**src/rtl/prog_loader.sv**
```systemverilog
// Program loader and 16x8 instruction memory in front of the processor fetch path.
// Loads bytes over a synchronised strobe, holds the cpu in reset, then serves fetches.
module prog_loader #(
  parameter int DEPTH = 16,
  parameter int AW    = 4,
  parameter int DW    = 8
) (
  input  logic          clk,
  input  logic          rst,
  input  logic          load_en,
  input  logic          wr_strobe,
  input  logic [DW-1:0] wr_data,
  input  logic [AW-1:0] fetch_addr,
  output logic [DW-1:0] instruction,
  output logic          cpu_rst,
  output logic [AW:0]   load_cnt,
  output logic          prog_full,
  output logic          ovf
);

  typedef enum logic [1:0] {
    IDLE,
    LOAD,
    RUN
  } state_t;

  localparam logic [AW:0] FULL = (AW+1)'(DEPTH);

  state_t        state;
  logic          s1, s2, s3;
  logic          pulse;
  logic          inc;
  logic          go_load;
  logic [AW:0]   cnt_inc;
  logic [DW-1:0] mem [DEPTH];

  always_ff @(posedge clk or posedge rst) begin
    if (rst) begin
      s1 <= 1'b0;
      s2 <= 1'b0;
      s3 <= 1'b0;
    end else begin
      s1 <= wr_strobe;
      s2 <= s1;
      s3 <= s2;
    end
  end

  assign pulse       = s2 & ~s3;
  assign prog_full   = (load_cnt == FULL);
  assign inc         = pulse & ~prog_full;
  assign cnt_inc     = load_cnt + (AW+1)'(inc);
  assign go_load     = load_en && (state != LOAD);
  assign instruction = mem[fetch_addr];

  // Entering LOAD from IDLE or RUN wipes the program on the same edge.
  always_ff @(posedge clk or posedge rst) begin
    if (rst) begin
      state    <= IDLE;
      cpu_rst  <= 1'b1;
      load_cnt <= '0;
      ovf      <= 1'b0;
      for (int i = 0; i < DEPTH; i++)
        mem[i] <= '0;
    end else if (go_load) begin
      state    <= LOAD;
      cpu_rst  <= 1'b1;
      load_cnt <= '0;
      ovf      <= 1'b0;
      for (int i = 0; i < DEPTH; i++)
        mem[i] <= '0;
    end else begin
      case (state)
        LOAD: begin
          if (inc)
            mem[load_cnt[AW-1:0]] <= wr_data;
          if (pulse && prog_full)
            ovf <= 1'b1;
          load_cnt <= cnt_inc;
          // Leave using the count that includes a coincident write.
          if (!load_en) begin
            if (cnt_inc != '0) begin
              state   <= RUN;
              cpu_rst <= 1'b0;
            end else begin
              state   <= IDLE;
              cpu_rst <= 1'b1;
            end
          end
        end
        RUN: begin
          state   <= RUN;
          cpu_rst <= 1'b0;
        end
        IDLE: begin
          state   <= IDLE;
          cpu_rst <= 1'b1;
        end
        default: begin
          state   <= IDLE;
          cpu_rst <= 1'b1;
        end
      endcase
    end
  end

endmodule

```
**config.mk**
```make
export PLATFORM = sky130hd
export DESIGN_NAME = prog_loader
export DESIGN_NICKNAME = d
export VERILOG_FILES = /design/src/rtl/prog_loader.sv
export SDC_FILE = /design/constraint.sdc
export NUM_CORES = 1
export LEC_CHECK = 0
export CAP_MARGIN = 20
export CORE_UTILIZATION = 45
export DETAILED_ROUTE_END_ITERATION = 7
export PLACE_DENSITY_LB_ADDON = 0.08
export SLEW_MARGIN = 25
export SYNTH_ARGS = -nofsm -noshare
export SYNTH_HDL_FRONTEND = slang
export SYNTH_SLANG_ARGS = --single-unit
```
**constraint.sdc**
```tcl
create_clock -name clk -period 4.6 [get_ports clk]
set_clock_uncertainty 0.05 [all_clocks]
set_input_delay 0.69 -clock clk [delete_from_list [all_inputs] [get_ports clk]]
set_output_delay 0.69 -clock clk [all_outputs]
set_load 0.01 [all_outputs]
```
# Word-level counts from Yosys, hierarchy flattened

Cells that the tools add are included.

Multipliers: 0
Reductions and logical operators: 9
Div/mod/pow operators: 0
Add/subtract/negate cells: 1
$lt $le $gt $ge: 3
Mux-type cells: 22
Equality and inequality tests: 5
Shift operators: 0
Bitwise gates (word level): 6

Operators with widths:

| cell                 | count |
|---|---|
| $mux W128            | 3 |
| $bwmux W128          | 1 |
| $bmux W8 S4          | 1 |
| $demux W8 S4         | 1 |
| $mux W8              | 3 |
| $ge A5 B5 Y1 const B | 2 |
| $mux W5              | 2 |
| $not A4 Y5           | 2 |
| $mux W1              | 6 |
| $mux W2              | 3 |
| $reduce_bool A2 Y1   | 3 |
| $add A5 B1 Y5        | 1 |
| $eq A5 B5 Y1 const B | 1 |
| $lt A5 B1 Y1 const B | 1 |
| $reduce_bool A5 Y1   | 1 |
| $pmux W2 S2          | 1 |
| $reduce_and A2 Y1    | 2 |
| $logic_and A1 B1 Y1  | 3 |
| $ne A3 B3 Y1 const B | 1 |
| $and A1 B1 Y1        | 2 |
| $eq A2 B1 Y1 const B | 1 |
| $eq A2 B2 Y1 const B | 1 |
| $ne A2 B1 Y1 const B | 1 |
| $not A1 Y1           | 2 |
| $pmux W1 S2          | 1 |

Memory bits (writable): 0
Bits of input ports: 16
Register bits after elaboration: 140
Latch bits: 0
Output and inout port bits: 16
Memories kept: 0
Memory bits (read-only): 0
Logic and storage cells: 69

# Depth between registers and ports, before layout

Gate-level depths: netlist of run 1.

Depth after elaboration: 9
Depth in mapped cells: 10
Depth with buffers taken out: 8

# Least setup slack after synthesis of run 1

No wires, ideal clock.

Path kind: reg-to-reg
Start: reg load_cnt[2]
End: reg state[1]
Period minus slack after synthesis: 2.740 ns
Required time: 4.426 ns
Cell stages (with the launch flop): 11
Arrival time: 2.566 ns
Library setup time: 0.124 ns
Path buffers: 2
Slack: 1.860 ns
Cells stage by stage: dfrtp_1 buf_2 buf_4 nor2_2 and3_1 nor3b_1 ha_1 ha_1 xor2_1 or4_1 o31a_1

Cells in the longest elaborated chain, start to end: 9

RTL lines:

| what                   | line | text |
|---|---|---|
| from (decl)            | 16   | `output logic [AW:0] load_cnt,` |
| from (signal assigned) | 79   | `load_cnt <= cnt_inc;` |
| $eq A5 B5 Y1           | 50   | `assign prog_full = (load_cnt == FULL);` |
| via prog_full          | 17   | `output logic prog_full,` |
| $not A1 Y1             | 51   | `assign inc = pulse & ~prog_full;` |
| $and A1 B1 Y1          | 51   |  |
| $add A5 B1 Y5          | 52   | `assign cnt_inc = load_cnt + (AW+1)'(inc);` |
| $reduce_bool A5 Y1     | 82   | `if (cnt_inc != '0) begin` |
| $mux W2                | 82   |  |
| $mux W2                | 81   | `if (!load_en) begin` |
| $pmux W2 S2            | 73   | `case (state)` |
| $mux W2                | 65   | `end else if (go_load) begin` |
| to (signal assigned)   | 66   | `state <= LOAD;` |
| to (signal assigned)   | 83   | `state <= RUN;` |
| to (signal assigned)   | 86   | `state <= IDLE;` |
| to (decl)              | 29   | `state_t state;` |

The timed path passes the listed nets, and every way through them passes these cells. The select of a mux whose other input is x is not followed.
A chain may end at the register's enable or synchronous reset.

# Worst setup path in the final report of run 1

Start: in fetch_addr[1]
End: out instruction[1]

Cells in the longest elaborated chain, start to end: 4

RTL lines:

| what                                       | line | text |
|---|---|---|
| from (decl)                                | 13   | `input logic [AW-1:0] fetch_addr,` |
| $not A4 Y5 (implied by the code)           | 54   | `assign instruction = mem[fetch_addr];` |
| $bmux W8 S4                                | 54   |  |
| $mux W8 (implied by the code) (2 in a row) | 54   |  |
| to (decl)                                  | 14   | `output logic [DW-1:0] instruction,` |

Every way passes these cells. The select of a mux whose other input is x is not followed.

==> impl_metrics.ini, run 1 <==
[outcome]
outcome = finished, final reports clean

[finish]
final_nets = 710
stdcell_area_mm2 = 0.00836
nFillCells = 1463
drive_gt1_share_pct = 13.1
antenna-diode-count = 0
synthToLayoutAreaGrowth_pct = 12.3

[setup_path]
crit_chain = clkdlybuf4s50_1 > buf_12 > mux4_2 > a22oi_1 > nand2_1 > clkdlybuf4s50_1
cp.required_ns = 3.86
crit_path_frequent_cell = clkdlybuf4s50_1
cp-start-kind = input port
arrival_ns = 3.01
endpoint_kind = output pin
crit_buf_inv = 3
critPathTopFamily = buffers and inverters
path_class = input port to output pin
cpPeakStageDelay_ns = 0.86
slowest_stage = clkdlybuf4s50_1
cp_max_fo = 23

[clocking]
cts_sinks = 140
post_cts_buffers = 0
cts.clk_slew.worst_paths_ns = 0.06
h-tree-depth = 4
root_buffer = clkbuf_16
cts_made_buffers = 17
clk_latency_ns = 0.43
clockBufferDepth = 2
ctsHoldBuffers = 0
cts_resized = 0
cts_tree = built

[synth]
synth_area_mm2 = 0.00745
syn_inst = 720
async_reset_ff_share_pct = 100
yosysWarningCount = 0
ys_seq_area_share_pct = 47.0
ys_ff_latch = 140
netlist.area_leader.share_pct = 46.7
dominantRegCellSynth = dfrtp_1
synthTopCellsByArea = dfrtp_1, mux4_2, o31ai_1
avgSynthCellArea_um2 = 10.3
synth_cell_types = 49
synth_area_leader_cell = dfrtp_1
synth_fp_nets = 740
synth_edf_count = 0

[global_route]
gr-usage-met3_pct = 6.60
grt_usage_pct = 30.8
global_route.usage.met2_pct = 45.0
met1_usage_pct = 45.0
grt-ovfl-total = 0
grt_pass1_wl_um = 37800
grt.busiest_layer = met2
antenna_found_initial = 0
grt_pass1_vias = 6000
grt_start_max_net_pins = 86

[sta]
slew_headroom_pct = 25.0
period_minus_slack_ns = 3.75
fmax_mhz = 267
finalHoldViolCount = 0
timing.hold.ws_ns = 0.309
setup_tns_ns = 0
worstMarginPinSlew_ns = 1.12
slew_viol_final = 0
rsz0062_at_grt = false
final-setup-viol-count = 0
timing.final.crit_share_pct = 81.5

[pwr]
p_leak_nw = 3.51
power_density_mw_per_mm2 = 393
totalPowerFinal_mw = 3.28
ir_worst_vdd_mv = 0.266

[floorplanning]
start_util_pct = 46.6
dieArea_mm2 = 0.0171
dieHeight_um = 131
rows = 46
fp.dieW_um = 131
io_pins = 32
core_mm2 = 0.0160

[placement]
io_buffer_count = 31
place_area_mm2 = 0.00777
dp.final_hpwl_um = 14700
gp_congestion = 0.880

[detailed_routing]
ant_nets = 0
wirelength_um = 24900
via_count = 6358
drc = 0
via_per_inst = 6.92
first_pass_iters = 5
wire_per_inst_um = 27.1
drt_iter0_markers = 585

[flow_run]
max_cap_viol_count = 0

[hold_path]
hp-class = flop to flop
==> flip-flops by register name (all words and copies together) (netlist names) <==
register,cells
cpu_rst,1
load_cnt,5
mem,128
ovf,1
s1,1
s2,1
s3,1
state,2
==> worst reg2reg max path, delay by kind of cell (launching register included) <==
kind            cells  cell delay, ns
simple gates        2            1.25
compound gates      1            0.19
fa+ha+maj           1            0.62
flops               1            0.40
buf+inv             2            0.41
==> stage by stage <==
step,util (%),setup WS (ns),instances
after floorplan,-,0.109,720
after global placement,48.5,0.922,887
after detailed placement,48.6,0.890,887
after CTS,52.2,0.889,919
after global routing,52.3,0.793,919
final,52.3,0.849,919
==> layout make-up <==
| class | count | area (µm²) | share of cell area (%) |
|---|---|---|---|
| Clock buffer | 24 | 472 | 5.64 |
| Clock inverter | 8 | 115 | 1.38 |
| Inverter | 6 | 27.5 | 0.329 |
| Multi-Input combinational cell | 478 | 3540 | 42.3 |
| Sequential cell | 140 | 3500 | 41.9 |
| Tap cell | 216 | 270 | 3.23 |
| Timing Repair Buffer | 47 | 438 | 5.24 |
==> cells by family after synthesis <==
kind of cell               synth area share (%)
AOI/OAI and AO/OA                          19.1
and+or+nand+nor                            13.9
DFF                                        47.0
buffers and inverters                      5.88
muxes                                      13.2
adders and majority gates                 0.672
xor gates and xnor gates                  0.235
==> cell usage in the layout, fill, tap and decap left out, types with 9 or more instances in the layout <==
master           count
clkdlybuf4s50_1     30
mux2i_1             25
o21ai_0             34
buf_4               15
nand3_1             27
o211ai_1            17
clkbuf_16           17
o31ai_1             67
nand4_1             63
nand2_1             58
dfrtp_1            139
o311ai_0             9
a22oi_1             16
a21oi_1             72
mux4_2              32
==> final timing paths <==
| kind | cells past startpoint | to | slack (ns) | start |
|---|---|---|---|---|
| min in group asynchronous | 2 | mem[59] | 0.73 | rst |
| hold / removal | 0 | s2 | 0.31 | s1 |
| hold reg to reg | 0 | s2 | 0.31 | s1 |
| max in group asynchronous | 3 | cpu_rst | 2.83 | rst |
| setup reg to reg | 6 | mem[7] | 1.55 | state[1] |
| setup / recovery | 6 | instruction[1] | 0.85 | fetch_addr[1] |
==> power by group <==
| part | internal [mW] | leakage (nW) | switching, mW |
|---|---|---|---|
| registers | 1.26 | 1.94 | 0.0586 |
| clock network | 0.877 | 0.292 | 0.526 |
| logic | 0.127 | 1.28 | 0.436 |
| total | 2.26 | 3.51 | 1.02 |
==> cell usage after synthesis, types with 4 or more instances <==
cell type	number
o311ai_0	9
clkbuf_1	61
o31ai_1	67
nor2_1	5
dfrtp_1	139
mux2i_1	25
o211ai_1	17
nand3_1	27
buf_2	17
o21ai_0	34
mux4_2	32
or3_1	4
ha_1	4
buf_1	12
a22oi_1	16
nand2_1	58
a21oi_1	72
nand4_1	63
nor2b_1	5
nand2b_1	5
inv_1	6
==> per-layer routing <==
metal	part of all wire, %	vias up
li1	-	2687
met1	44	3279
met2	45	357
met3	8.5	35
met4	2.5	0
met5	0	-
Power figures use the tool's default switching activity.
==> run 2, diff against run 1 <==
Clock period 4.6 ns to 3.3 ns, I/O delays scaled along.
==> run 2 against run 1 <==
Effect of this change: first-iteration DRC count rose by 38%; register-to-register slack got worse by 0.82 ns; via count rose by 1.7%; non-clock buffer count rose by 19; die area did not move; worst setup slack got worse by 0.62 ns; hold slack got worse by 0.044 ns; combinational power rose by 55%; sequential power rose by 36%; clock-buffer cell count fell by 7; cell count rose by 2.1%; sequential share of layout area fell by 0.79 points; largest cell class unchanged; largest power group unchanged; highest routed layer unchanged.
==> impl_metrics.ini, run 2 (synthesis gave the netlist of run 1 again) <==
[setup_path]
slowest_stage = clkdlybuf4s50_1
cpPeakStageDelay_ns = 0.50
cp_max_fo = 11
path_class = input port to output pin
critPathTopFamily = buffers and inverters
crit_buf_inv = 3
crit_path_frequent_cell = clkdlybuf4s50_1
endpoint_kind = output pin
arrival_ns = 2.53
cp.required_ns = 2.75
cp-start-kind = input port
crit_chain = clkdlybuf4s50_1 > buf_4 > mux4_2 > a22oi_1 > nand2_1 > clkdlybuf4s50_1

[floorplanning]
core_mm2 = 0.0160
fp.dieW_um = 131
start_util_pct = 46.6
dieHeight_um = 131
rows = 46
io_pins = 32
dieArea_mm2 = 0.0171

[finish]
layout_common_cells = dfrtp_1, a21oi_1, o31ai_1
mostFrequentLayoutCell = dfrtp_1
largest-register = mem
top_regs = mem (128), load_cnt (5), state (2)
synthToLayoutAreaGrowth_pct = 14.4
drive_gt1_share_pct = 15.7
layoutNonFillerInstCount = 938
fin_util_pct = 53.3
stdcell_area_mm2 = 0.00852
largest_reg_flops = 128
antenna-diode-count = 0
final_nets = 729

[sta]
slew_viol_final = 0
setup_tns_ns = 0
final-setup-viol-count = 0
slew_headroom_pct = 33.8
setup_slack_ns = 0.228
timing.final.crit_share_pct = 93.1
period_minus_slack_ns = 3.07
fmax_mhz = 325
rsz0062_at_grt = false
finalHoldViolCount = 0
worstMarginPinSlew_ns = 0.993
timing.hold.ws_ns = 0.265

[pwr]
ir_worst_vdd_mv = 0.437
totalPowerFinal_mw = 4.59
p_leak_nw = 3.60
power_density_mw_per_mm2 = 539

[global_route]
grt_usage_pct = 31.5
grt_pass1_vias = 6422
grt-ovfl-total = 0
grt_pass1_wl_um = 38900
grt_start_max_net_pins = 88
antenna_found_initial = 0

[placement]
dpl.cell_count = 906
dp.final_hpwl_um = 14700
dp_slack_ns = 0.273
io_buffer_count = 31
place_area_mm2 = 0.00794
gp_congestion = 0.825

[flow_run]
max_cap_viol_count = 0

[clocking]
cts.clk_slew.worst_paths_ns = 0.07
clockBufferDepth = 2
cts_resized = 0
h-tree-depth = 4
clk_latency_ns = 0.44
cts_tree = built
post_cts_buffers = 0
root_buffer = clkbuf_16
cts_made_buffers = 17
cts_sinks = 140
ctsHoldBuffers = 0

[detailed_routing]
wire_per_inst_um = 26.4
drt_iter0_markers = 808
first_pass_iters = 6
ant_nets = 0
via_per_inst = 6.90
via_count = 6469
wirelength_um = 24800
drc = 0

[hold_path]
hp-class = input port to async pin

[outcome]
outcome = finished, final reports clean
run 2: changes by cell type in the layout (fill, tap and decap cells not counted), moves of 4 or more:
| cell | change |
|---|---|
| buf_4 | +16 |
| clkbuf_1 | -5 |
| clkinv_2 | -5 |
| inv_6 | +5 |
| clkinv_4 | +4 |
run 2: per-layer routing:
metal	up-vias	global-route usage [%]	share of wire, %
met5	-	0	0
met4	0	11.7	2.1
met3	46	7.04	8.7
met2	361	48.6	46
met1	3341	43.6	43
li1	2721	-	-
run 2: where the power goes:
part           switching, mW  total (mW)  internal, mW  leakage [nW]
clock network          0.867        1.93          1.06         0.280
logic                  0.662       0.872         0.210          1.38
registers             0.0346        1.79          1.75          1.94
total                   1.56        4.59          3.03          3.60
run 2: worst paths after layout:
kind,start,cells past startpoint,slack [ns],to
min in group clk,s1,0,0.30,s2
worst max-delay path,fetch_addr[1],6,0.23,instruction[4]
worst min-delay path,rst,2,0.26,mem[54]
max in group asynchronous,rst,3,2.20,mem[106]
worst max register to register,load_cnt[1],8,0.73,state[1]
worst min register to register,s1,0,0.30,s2
run 2: worst reg2reg max path, stage by stage (launching register included):
cell and delay (ns):
dfrtp_1 0.54, nor2_2 0.08, and3_1 0.21, nor3b_1 0.24, ha_1 0.24, ha_1 0.31, xor2_1 0.10, or4_1 0.44
o31a_1 0.25
run 2: final cells by class:
class                      instances  area [µm²]
fill                            1441        7480
multi-input combinational        478        3520
sequential                       140        3500
timing repair buffer              66         618
clock buffer                      17         425
tap                              216         270
clock inverter                    15         155
inverter                           6        26.3
==> run 3, diff against run 2 <==
Settings changed: SKIP_CTS_REPAIR_TIMING from default to 1.
==> results of run 3 <==
No change in the layout: final DEF, timing and power equal those of run 2.
